<file path="config.mk">
export PLATFORM = sky130hd
export DESIGN_NAME = icache
export DESIGN_NICKNAME = d
export VERILOG_FILES = /design/src/rtl/cache_types_pkg.sv /design/src/rtl/datapath_cache_if.sv /design/src/rtl/icache.sv
export SDC_FILE = /design/constraint.sdc
export NUM_CORES = 1
export LEC_CHECK = 0
export BUFFER_PORTS_ARGS = -buffer_cell sky130_fd_sc_hd__buf_2
export CAP_MARGIN = 20
export CORE_ASPECT_RATIO = 0.7
export CORE_MARGIN = 2
export CORE_UTILIZATION = 25
export CTS_CLUSTER_DIAMETER = 120
export DETAILED_ROUTE_END_ITERATION = 8
export PLACE_DENSITY = 0.49
export RECOVER_POWER = 50
export SKIP_CTS_REPAIR_TIMING = 1
export SYNTH_ARGS = -nofsm -noshare
export SYNTH_HDL_FRONTEND = slang
export SYNTH_SLANG_ARGS = --single-unit
</file>
<file path="constraint.sdc">
create_clock -name CLK -period 5.7 [get_ports CLK]
set_input_delay 0.57 -clock CLK [delete_from_list [all_inputs] [get_ports CLK]]
set_output_delay 0.57 -clock CLK [all_outputs]
set_load 0.02 [all_outputs]
</file>
<file path="src/rtl/cache_types_pkg.sv">
// Shared types for the instruction cache: frame layout, FSM states, address split.
package cache_types_pkg;

    localparam int unsigned ICACHE_SETS  = 16;
    localparam int unsigned ICACHE_IDX_W = $clog2(ICACHE_SETS);
    localparam int unsigned ICACHE_TAG_W = 30 - ICACHE_IDX_W;

    typedef enum logic [0:0] {
        IDLE  = 1'b0,
        FETCH = 1'b1
    } icache_state_t;

    typedef struct packed {
        logic                    valid;
        logic [ICACHE_TAG_W-1:0] tag;
        logic [31:0]             data;
    } icache_frame_t;

    typedef struct packed {
        logic [ICACHE_TAG_W-1:0] tag;
        logic [ICACHE_IDX_W-1:0] idx;
        logic [1:0]              bytoff;
    } icachef_t;

    // Saturating 32-bit increment for the event counters.
    function automatic logic [31:0] sat_inc(input logic [31:0] v);
        return (v == 32'hFFFF_FFFF) ? v : v + 32'd1;
    endfunction

endpackage

</file>
<file path="src/rtl/datapath_cache_if.sv">
// Fetch-stage side of the instruction cache.
interface datapath_cache_if;

    logic        imemREN;
    logic [31:0] imemaddr;
    logic        ihit;
    logic [31:0] imemload;

    modport cache (
        input  imemREN,
        input  imemaddr,
        output ihit,
        output imemload
    );

    modport dp (
        output imemREN,
        output imemaddr,
        input  ihit,
        input  imemload
    );

endinterface

</file>
<file path="src/rtl/icache.sv">
// Direct-mapped, one-word-block, read-only instruction cache with hit/miss counters.
module icache
    import cache_types_pkg::*;
#(
    parameter int unsigned SETS = ICACHE_SETS
) (
    input  logic        CLK,
    input  logic        nRST,
    input  logic        imemREN,
    input  logic [31:0] imemaddr,
    output logic        ihit,
    output logic [31:0] imemload,
    output logic        iREN,
    output logic [31:0] iaddr,
    input  logic        iwait,
    input  logic [31:0] iload,
    output logic [31:0] hit_count,
    output logic [31:0] miss_count
);

    localparam int unsigned IDX_W = $clog2(SETS);
    localparam int unsigned TAG_W = 30 - IDX_W;

    datapath_cache_if dcif ();

    assign dcif.imemREN  = imemREN;
    assign dcif.imemaddr = imemaddr;
    assign ihit          = dcif.ihit;
    assign imemload      = dcif.imemload;

    icache_state_t    state_q, state_d;
    logic [31:0]      miss_addr_q, miss_addr_d;
    logic [31:0]      hit_cnt_q, hit_cnt_d;
    logic [31:0]      miss_cnt_q, miss_cnt_d;
    logic [SETS-1:0]  valid_q;
    logic [TAG_W-1:0] tag_q [SETS];
    logic [31:0]      data_q [SETS];

    logic [IDX_W-1:0] req_idx, fill_idx;
    logic [TAG_W-1:0] req_tag, fill_tag;
    logic             hit;
    logic             miss;
    logic             fill;

    // Byte offset never selects anything: blocks are one word wide.
    logic unused_byte_off;
    assign unused_byte_off = ^dcif.imemaddr[1:0];

    assign req_idx  = dcif.imemaddr[IDX_W+1:2];
    assign req_tag  = dcif.imemaddr[31:IDX_W+2];
    assign fill_idx = miss_addr_q[IDX_W+1:2];
    assign fill_tag = miss_addr_q[31:IDX_W+2];

    assign hit  = (state_q == IDLE) && dcif.imemREN && valid_q[req_idx]
                  && (tag_q[req_idx] == req_tag);
    assign miss = (state_q == IDLE) && dcif.imemREN && !hit;

    assign hit_count  = hit_cnt_q;
    assign miss_count = miss_cnt_q;

    // Next-state, fill strobe and all datapath/memory-side outputs.
    always_comb begin
        state_d       = state_q;
        miss_addr_d   = miss_addr_q;
        fill          = 1'b0;
        iREN          = 1'b0;
        iaddr         = '0;
        dcif.ihit     = 1'b0;
        dcif.imemload = '0;
        unique case (state_q)
            IDLE: begin
                dcif.ihit = hit;
                if (hit) begin
                    dcif.imemload = data_q[req_idx];
                end
                if (miss) begin
                    miss_addr_d = {dcif.imemaddr[31:2], 2'b00};
                    state_d     = FETCH;
                end
            end
            FETCH: begin
                iREN  = 1'b1;
                iaddr = miss_addr_q;
                // Fill targets the latched miss address even if the fetch address moved.
                if (!iwait) begin
                    fill    = 1'b1;
                    state_d = IDLE;
                end
            end
            default: state_d = IDLE;
        endcase
    end

    // Saturating hit/miss event counters.
    always_comb begin
        hit_cnt_d  = hit_cnt_q;
        miss_cnt_d = miss_cnt_q;
        if (hit) begin
            hit_cnt_d = sat_inc(hit_cnt_q);
        end
        if (miss) begin
            miss_cnt_d = sat_inc(miss_cnt_q);
        end
    end

    // FSM state, miss address and counters.
    always_ff @(posedge CLK or negedge nRST) begin
        if (!nRST) begin
            state_q     <= IDLE;
            miss_addr_q <= '0;
            hit_cnt_q   <= '0;
            miss_cnt_q  <= '0;
        end else begin
            state_q     <= state_d;
            miss_addr_q <= miss_addr_d;
            hit_cnt_q   <= hit_cnt_d;
            miss_cnt_q  <= miss_cnt_d;
        end
    end

    // Valid bits are the only part of a frame that needs clearing on reset.
    always_ff @(posedge CLK or negedge nRST) begin
        if (!nRST) begin
            valid_q <= '0;
        end else if (fill) begin
            valid_q[fill_idx] <= 1'b1;
        end
    end

    // Tag and data storage, written only by a completed fill.
    always_ff @(posedge CLK) begin
        if (fill) begin
            tag_q[fill_idx]  <= fill_tag;
            data_q[fill_idx] <= iload;
        end
    end

endmodule
</file>
# --- Word level (Yosys, flattened, before mapping) ---
# Memory sizes are Yosys's and may differ from the RTL's.
# Cells that the tools add are included.
totals:
  register_bits: 111
  latchBits: 0
  mem_bits_rw: 928
  mem_bits_ro: 0
  input_bits: 68
  out_inout_bits: 130
  elab_cells: 44
  memories: 2
op_classes:
  add_sub_neg: 2
  mul: 0
  div_mod_pow: 0
  magnitude_cmp: 3
  eq_ne: 3
  n_shift: 0
  muxes: 16
  bitwise_logic: 4
  n_reduce_logical: 9
memory_table:
  columns: ["memory", "depth", "width", "read_ports", "rd_ports_with_merged_regs", "wr", "line", "text"]
  rows:
  - ["data_q", 16, 32, 1, 0, 1, "icache.sv:37", "logic [31:0] data_q [SETS];"]
  - ["tag_q", 16, 26, 1, 0, 1, "icache.sv:36", "logic [TAG_W-1:0] tag_q [SETS];"]
ops:
  columns: ["operator", "count"]
  rows:
  - ["32-bit 2-to-1 mux", 3]
  - ["32-bit by 1-bit adder with 32-bit output, second input constant", 2]
  - ["32-bit == test, second input constant", 2]
  - ["26-bit == test", 1]
  - ["16-bit bitwise OR", 1]
  - ["4-bit by 5-bit < comparator with 1-bit output, second input constant", 2]
  - ["1-bit 2-to-1 mux", 10]
  - ["2-bit AND reduction", 3]
  - ["1-bit logical AND", 5]
  - ["1-bit binary-select mux with 4-bit select", 1]
  - ["1-bit demux with 4-bit select", 1]
  - ["4-bit by 1-bit >= comparator with 1-bit output, second input constant", 1]
  - ["1-bit NOT", 3]
  - ["1-bit one-hot mux with 2 select lines", 1]
  - ["1-bit zero test", 1]

# --- Logic depth before layout (Yosys ltp) ---
# Gate-level depths: netlist of the first run.
logic_depth:
  depth_word: 8
  ltp_mapped: 15
  depth_no_buf: 10

# --- Least setup slack after synthesis of the first run ---
# OpenSTA, ideal clock, no wires.
synth_path:
  path_type: "register to register"
  from: "reg state_q"
  to: "reg valid_q[3]"
  setup_ns: 0.089
  t_arrival_ns: 5.434
  required_ns: 5.611
  slack_ns: 0.177
  stages_incl_launch_ff: 5
  path_buffers: 0
  period_less_slack_ns: 5.523
  cell_sequence: "dfrtp_1 and2_1 nand2_1 nor3_1 or2_2"
synth_between:
  elab_chain_len: 1
synth_lines:
  columns: ["item", "line", "text"]
  rows:
  - ["from (decl)", "icache.sv:31", "icache_state_t state_q, state_d;"]
  - ["from (signal assigned)", "icache.sv:114", "state_q <= state_d;"]
  - ["1-bit 2-to-1 mux", "icache.sv:70", "unique case (state_q)"]
  - ["to (signal assigned)", "icache.sv:124", "valid_q <= '0;"]
  - ["to (signal, indexed assignment)", "icache.sv:126", "valid_q[fill_idx] <= 1'b1;"]
  - ["to (decl)", "icache.sv:35", "logic [SETS-1:0] valid_q;"]
# Every way passes these cells.
# A chain may end at the register's enable or synchronous reset.

# --- Worst setup path after layout of the first run ---
layout_path:
  from: "in imemaddr[2]"
  to: "out imemload[30]"
layout_between:
  elab_chain_len: 6
  elab_cells_between_ends: 9
  cone_classes: "eq/ne: 1; mux: 4; reduce/logical: 2; memory: 2"
layout_lines:
  columns: ["item", "line", "text"]
  rows:
  - ["from (decl)", "icache.sv:10", "input logic [31:0] imemaddr,"]
  - ["parallel branches: the longest is 4 deep, another holds memory read 16 x 26 bit", null, null]
  - ["32-bit 2-to-1 mux *", "icache.sv:73", "if (hit) begin"]
  - ["32-bit 2-to-1 mux *", "icache.sv:70", null]
  - ["to (decl)", "icache.sv:12", "output logic [31:0] imemload,"]
# Every way passes the cells marked *. The select of a mux whose other input is x is not followed.

==> results of run 1 <==
metrics by stage:
stage / hold slack (ps) / setup slack [ps] / instance area [um^2] / power, uW / utilization [%]
3_5_place_dp: 448 / 555 / 45100 / 10500 / 27.6
4_1_cts: -279 / 539 / 48600 / 17500 / 29.7
2_1_floorplan: 274 / 177 / 41200 / 9890 / -
3_3_place_gp: 446 / 562 / 45000 / 10500 / 27.6
6_report: 97.8 / 658 / 48500 / 17300 / 29.7
5_1_grt: 64.7 / 335 / 48500 / 17900 / 29.7
layout make-up:
class                           count  area share (%)
Tap cell                         2205            5.69
Sequential cell                  1039            63.2
Antenna cell                        3          0.0155
Clock inverter                     58            1.23
Timing Repair Buffer              255            3.05
Inverter                            7          0.0568
Multi-Input combinational cell    854            20.8
Clock buffer                      143            5.95
final timing paths:
path / to / slack, ps / depth (start not counted)
min: state_q / 100 / 3
max in group asynchronous: miss_addr_q[23] / 1450 / 3
min in group asynchronous: hit_count[31] / 800 / 2
min reg2reg: valid_q[14] / 470 / 1
max reg2reg: miss_addr_q[21] / 1780 / 10
max: imemload[30] / 660 / 11
kinds of logic (layout without fill, tap and decap cells):
group,Yosys count,count (layout),share of synthesized area (%)
buffers and inverters,107,463,1.37
AOI/OAI and AO/OA,69,69,1.27
and+or+nand+nor,325,325,4.45
other,1,5,0.00911
xor gates and xnor gates,97,97,2.06
muxes,359,359,16.3
adders and majority gates,2,2,0.0608
DFF,1039,1039,74.5
critical path: stages:
cell	delay (ps)
buf_8	530
mux4_2	600
xnor2_1	350
nand2_1	100
o31ai_1	550
o21ai_1	200
nor4_2	390
nand4_4	350
buf_12	310
nor2b_1	180
buf_2	200
routing by layer:
| layer | part of all wire, % | track usage (%) |
|---|---|---|
| met2 | 49 | 21.4 |
| met3 | 4.9 | 2.20 |
| met4 | 2.2 | 3.37 |
| met5 | 0.021 | 0 |
| met1 | 44 | 17.6 |
flip-flops by register name, summed over array words and instances (netlist names):
name	cells
valid_q	16
state_q	1
miss_addr_q	30
tag_q	416
miss_count	32
hit_count	32
data_q	512
cells in the mapped netlist (all sizes together) (3+ instances only):
master / n
nand3: 35
inv: 6
mux2i: 81
o21ai: 6
nand2b: 5
mux2: 32
nor2: 35
clkbuf: 37
nand2: 41
dfrtp: 111
buf: 63
a31o: 4
o211ai: 4
a22o: 7
o31ai: 3
a21oi: 9
a22oi: 16
a31oi: 3
nor4: 15
xnor2: 57
nor2b: 42
or2: 21
nand4: 22
or4: 3
nor3b: 6
or3: 3
and2: 37
a221oi: 3
edfxtp: 928
and3: 20
and4: 6
xor2: 40
nor3: 30
mux4: 246
report_power, final:
group          internal [uW]  switching, uW  leakage [uW]  total [uW]
Combinational            507            771       0.00438        1280
Sequential              8760            291       0.00978        9050
Clock                   3950           2990       0.00171        6940
==> out/summary.txt, run 1 <==
Status: finished, violations left
Violated checks: capacitance limit, slew limit
Synthesized flop and latch total: 1,039
Final ANT Viol Nets: 0
Tightest Hold Check Type: in -> reg
Seq/Total Area, Yosys: 74.5%
Post-synth top flop: edfxtp_1
Routed wire length: 110,000 um
Yosys Warn Count: 0
DRT Pass-1 Iters: 8
Critical Path Sink Type: output port
Largest net degree at the start of global routing: 65
Die Height: 343 um
RSZ-0062 raised after global routing: no
Setup Skew: 21.7 ps
Clk_lat worst skew: 730 ps
Mapped Area: 41,100 um^2
Count of cell types in the netlist: 64
Synth top area cells: edfxtp_1 (68%), mux4_2 (13%), dfrtp_1 (6.8%)
Largest area contributor in the netlist: edfxtp_1
Max cap viols: 3
Clock slew at reported path FFs: 60 ps
Grt ovf: 0
Asr flop ratio synth: 10.7%
CP Launch Type: primary input
Initial antenna violation count: 22
Iter 0 DRT Violations: 1,619
Slew at the pin closest to its max-slew limit: 2850 ps
IO buf count: 193
Hpwl dp: 63,000 um
Die X-Extent: 489 um
Clock tree sinks: 1,039
Most common library cell in the layout ignoring fill and taps: edfxtp_1
Cell count after synthesis: 1,999
Vias: 20,600
Multi-input combinational cell area: 10,100 um^2
WL/cell: 24.1 um
Vias in the first global route: 21,300
Reg-to-reg critical path startpoint: tag_q[4][0]
Initial Util: 25.2%
Setup TNS: 0 ps
Worst Path Max Fanout: 64
Final Hold Viols: 0
CORE AREA: 163,000 um^2
Clk buf depth: 3
Layout fillers: 15,900
Placed cells: 4,358
Final slew viol count: 116
CTS tree: done
# rows: 124
Crit path from: imemaddr[2]
Final setup viols: 0
Final GP Congestion: 0.759
Nets@finish: 2,336
Htree depth: 3
Tot GR Track Use: 12.9%
Setup CP Type: in -> out
Syn Area/Cell: 20.6 um^2
Synth-to-Final Area Change: 17.8%
Reg area: 30,600 um^2
CTS Root Cell: clkbuf_16
TritonCTS Buffers: 109
Worst Min Path Start: iwait
Share of layout cells above drive strength 1: 27.0%
VDD IR max: 0.230 mV
First-pass GRT wire length: 156,000 um
Final std cells w/o fill: 4,564
Fin crit period: 5040 ps
Maximum clock frequency: 198 MHz
Final period utilization: 88.5%
WP data arrival: 4470 ps
Ports: 198
PwrDens: 356 nW/um^2
Drt via density: 4.51
EDFF count, synth: 928
Pleak: 0.0159 uW
Commonest non-fill, non-tap cells in the layout: edfxtp_1 (928), mux4_2 (246), clkbuf_1 (130)
Die area: 168,000 um^2
WP data required: 5130 ps
Slew HR: -90.2%
DRC viols: 0
Yosys top cell area share: 67.7%
Power figures use the tool's default switching activity.
==> run 2: changes to the inputs <==
Settings changed: CAP_MARGIN 20 to unset, CORE_UTILIZATION 25 to 35, PLACE_DENSITY 0.49 to 0.6.
Clock period 5.7 ns to 6.35 ns, I/O delays scaled along.
==> run 2 against run 1 <==
Against the previous run:
- sequential cell count stayed put
- clock power fell by 9.2%
- the run still ends with capacitance limit, slew limit left
- clock-buffer cell count fell by 9
- utilization up 11 points
- largest power group unchanged
- non-clock buffer count is 5 lower
- first-iteration DRC count up 38%
- hold slack improved by 130 ps
==> out/summary.txt, run 2 (synthesis results as in run 1) <==
Status: finished, violations left (unchanged)
Violated checks: capacitance limit, slew limit (unchanged)
Largest regs: data_q: 512 flops, tag_q: 416 flops (unchanged)
Buf+Inv Stages, Crit Path: 4 (was 3)
Pleak: 0.0159 uW (about the same)
RSZ-0062 raised after global routing: no (unchanged)
CTS tree: done (unchanged)
Drt via density: 5.25 (was 4.51)
Setup CP Type: in -> out (unchanged)
First-pass GRT wire length: 145,000 um (was 156,000 um)
WL/cell: 25.5 um (was 24.1 um)
IO buf count: 193 (unchanged)
Max cap viols: 4 (was 3)
Hpwl dp: 56,500 um (was 63,000 um)
CTS Root Cell: clkbuf_16 (unchanged)
PwrDens: 326 nW/um^2 (was 356 nW/um^2)
Final ANT Viol Nets: 0 (unchanged)
Slew at the pin closest to its max-slew limit: 2640 ps (was 2850 ps)
Slowest CP cell: buf_6 (was mux4_2)
Reg area: 30,600 um^2 (unchanged)
Fin crit period: 4970 ps
Critical Path Sink Type: output port (unchanged)
Multi-input combinational cell area: 10,100 um^2 (about the same)
Crit-path leading delay family: buffers and inverters (unchanged)
Initial Util: 35.2% (was 25.2%)
Post-route cell area: 47,600 um^2 (was 48,500 um^2)
Ports: 198 (unchanged)
Clock tree sinks: 1,039 (unchanged)
Routed wire length: 99,700 um (was 110,000 um)
Commonest non-fill, non-tap cells in the layout: edfxtp_1 (928), mux4_2 (246), clkbuf_1 (119) (was edfxtp_1 (928), mux4_2 (246), clkbuf_1 (130))
DRC viols: 0 (unchanged)
Initial antenna violation count: 18 (was 22)
Max incr delay on CP: 570 ps (was 600 ps)
Die area: 120,000 um^2 (was 168,000 um^2)
Placed Instance Area: 44,200 um^2 (was 45,100 um^2)
Tightest Hold Check Type: in -> reg (unchanged)
Hold WS: 224 ps (was 97.8 ps)
Iter 0 DRT Violations: 2,242 (was 1,619)
Clock slew at reported path FFs: 60 ps (about the same)
Final slew viol count: 168 (was 116)
Final setup viols: 0 (unchanged)
WP data required: 5710 ps (was 5130 ps)
CP Launch Type: primary input (unchanged)
Vias in the first global route: 21,100 (was 21,300)
CP Cell Sequence: buf_6, buf_4, mux4_2, mux2i_1, xnor2_1, mux2i_1, and4_1, nand4_4, buf_4, nor2b_1, buf_2 (was buf_8, mux4_2, xnor2_1, nand2_1, o31ai_1, o21ai_1, nor4_2, nand4_4, buf_12, nor2b_1, buf_2)
DRT Pass-1 Iters: 7 (was 8)
Slew HR: -76.1% (was -90.2%)
Clk_lat worst skew: 680 ps (was 730 ps)
WP data arrival: 4330 ps (was 4470 ps)
Tot GR Track Use: 16.5% (was 12.9%)
Final period utilization: 78.2%
Grt ovf: 0 (unchanged)
Final GP Congestion: 0.796 (was 0.759)
Setup Skew: 48.5 ps (was 21.7 ps)
Vias: 20,500 (was 20,600)
TritonCTS Buffers: 104 (was 109)
Biggest register: data_q (unchanged)
Synth-to-Final Area Change: 15.7% (was 17.8%)
Setup TNS: 0 ps (unchanged)
Clk buf depth: 3 (unchanged)
Die X-Extent: 414 um (was 489 um)
Largest register FFs: 512 (unchanged)
# rows: 105 (was 124)
CORE AREA: 117,000 um^2 (was 163,000 um^2)
Largest net degree at the start of global routing: 75 (was 65)
VDD IR max: 0.232 mV (was 0.230 mV)
Final Hold Viols: 0 (unchanged)
Nets@finish: 2,326 (was 2,336)
Worst Path Max Fanout: 63 (was 64)
Htree depth: 3 (unchanged)
Die Height: 291 um (was 343 um)
Maximum clock frequency: 201 MHz
Layout fillers: 10,200 (was 15,900)
Share of layout cells above drive strength 1: 27.1% (was 27.0%)
Most common library cell in the layout ignoring fill and taps: edfxtp_1 (unchanged)
run 2: final timing paths:
kind,startpoint,to,slack (ps),depth (start not counted)
worst max-delay path,imemaddr[4],imemload[24],1380,11
worst min register to register,valid_q[7],valid_q[7],470,1
max in group asynchronous,nRST,state_q,1770,3
worst min-delay path,imemaddr[28],miss_addr_q[28],220,2
worst max register to register,state_q,tag_q[7][7],1990,5
min in group asynchronous,nRST,hit_count[6],1330,2
run 2: worst register-to-register path, stage by stage (launching register included):
cell and delay [ps]:
dfrtp_2 350, clkbuf_1 1620, and2_0 360, nand2_1 250, nor2_4 760, buf_4 590
run 2: area by class of cell:
class / instances / area share, %
Tap cell: 1551 / 4.08
Multi-Input combinational cell: 854 / 21.1
Timing Repair Buffer: 250 / 2.87
Sequential cell: 1039 / 64.4
Clock buffer: 134 / 5.94
Clock inverter: 63 / 1.57
Inverter: 7 / 0.0578
Antenna cell: 6 / 0.0315
run 2: where the power goes:
group / switching [uW] / internal (uW) / total, uW / leakage, uW
clock network: 2610 / 3690 / 6300 / 0.00174
logic: 658 / 450 / 1110 / 0.00433
registers: 254 / 7870 / 8120 / 0.00978
total: 3520 / 12000 / 15500 / 0.0159
run 2: layer usage:
metal  up-vias  part of all wire, %  track usage, %  routed length, um
li1       8689                    -               -                  -
met1     11000                   43            22.9              42700
met2       657                   49            26.9              48900
met3       165                  5.5            2.75               5450
met4         6                  2.5            4.62               2500
met5         -                0.041               0                 41
run 2: per-stage QoR:
stage / worst slack (ps) / total power, uW / instances / utilization (%)
final: 1380 / 15500 / 3904 / 40.7
after global routing: 1100 / 16000 / 3902 / 40.7
after CTS: 1340 / 15700 / 3897 / 40.8
after detailed placement: 1340 / 9400 / 3700 / 37.8
after global placement: 1350 / 9350 / 3700 / 37.8
after floorplan: 827 / 8880 / 2000 / -
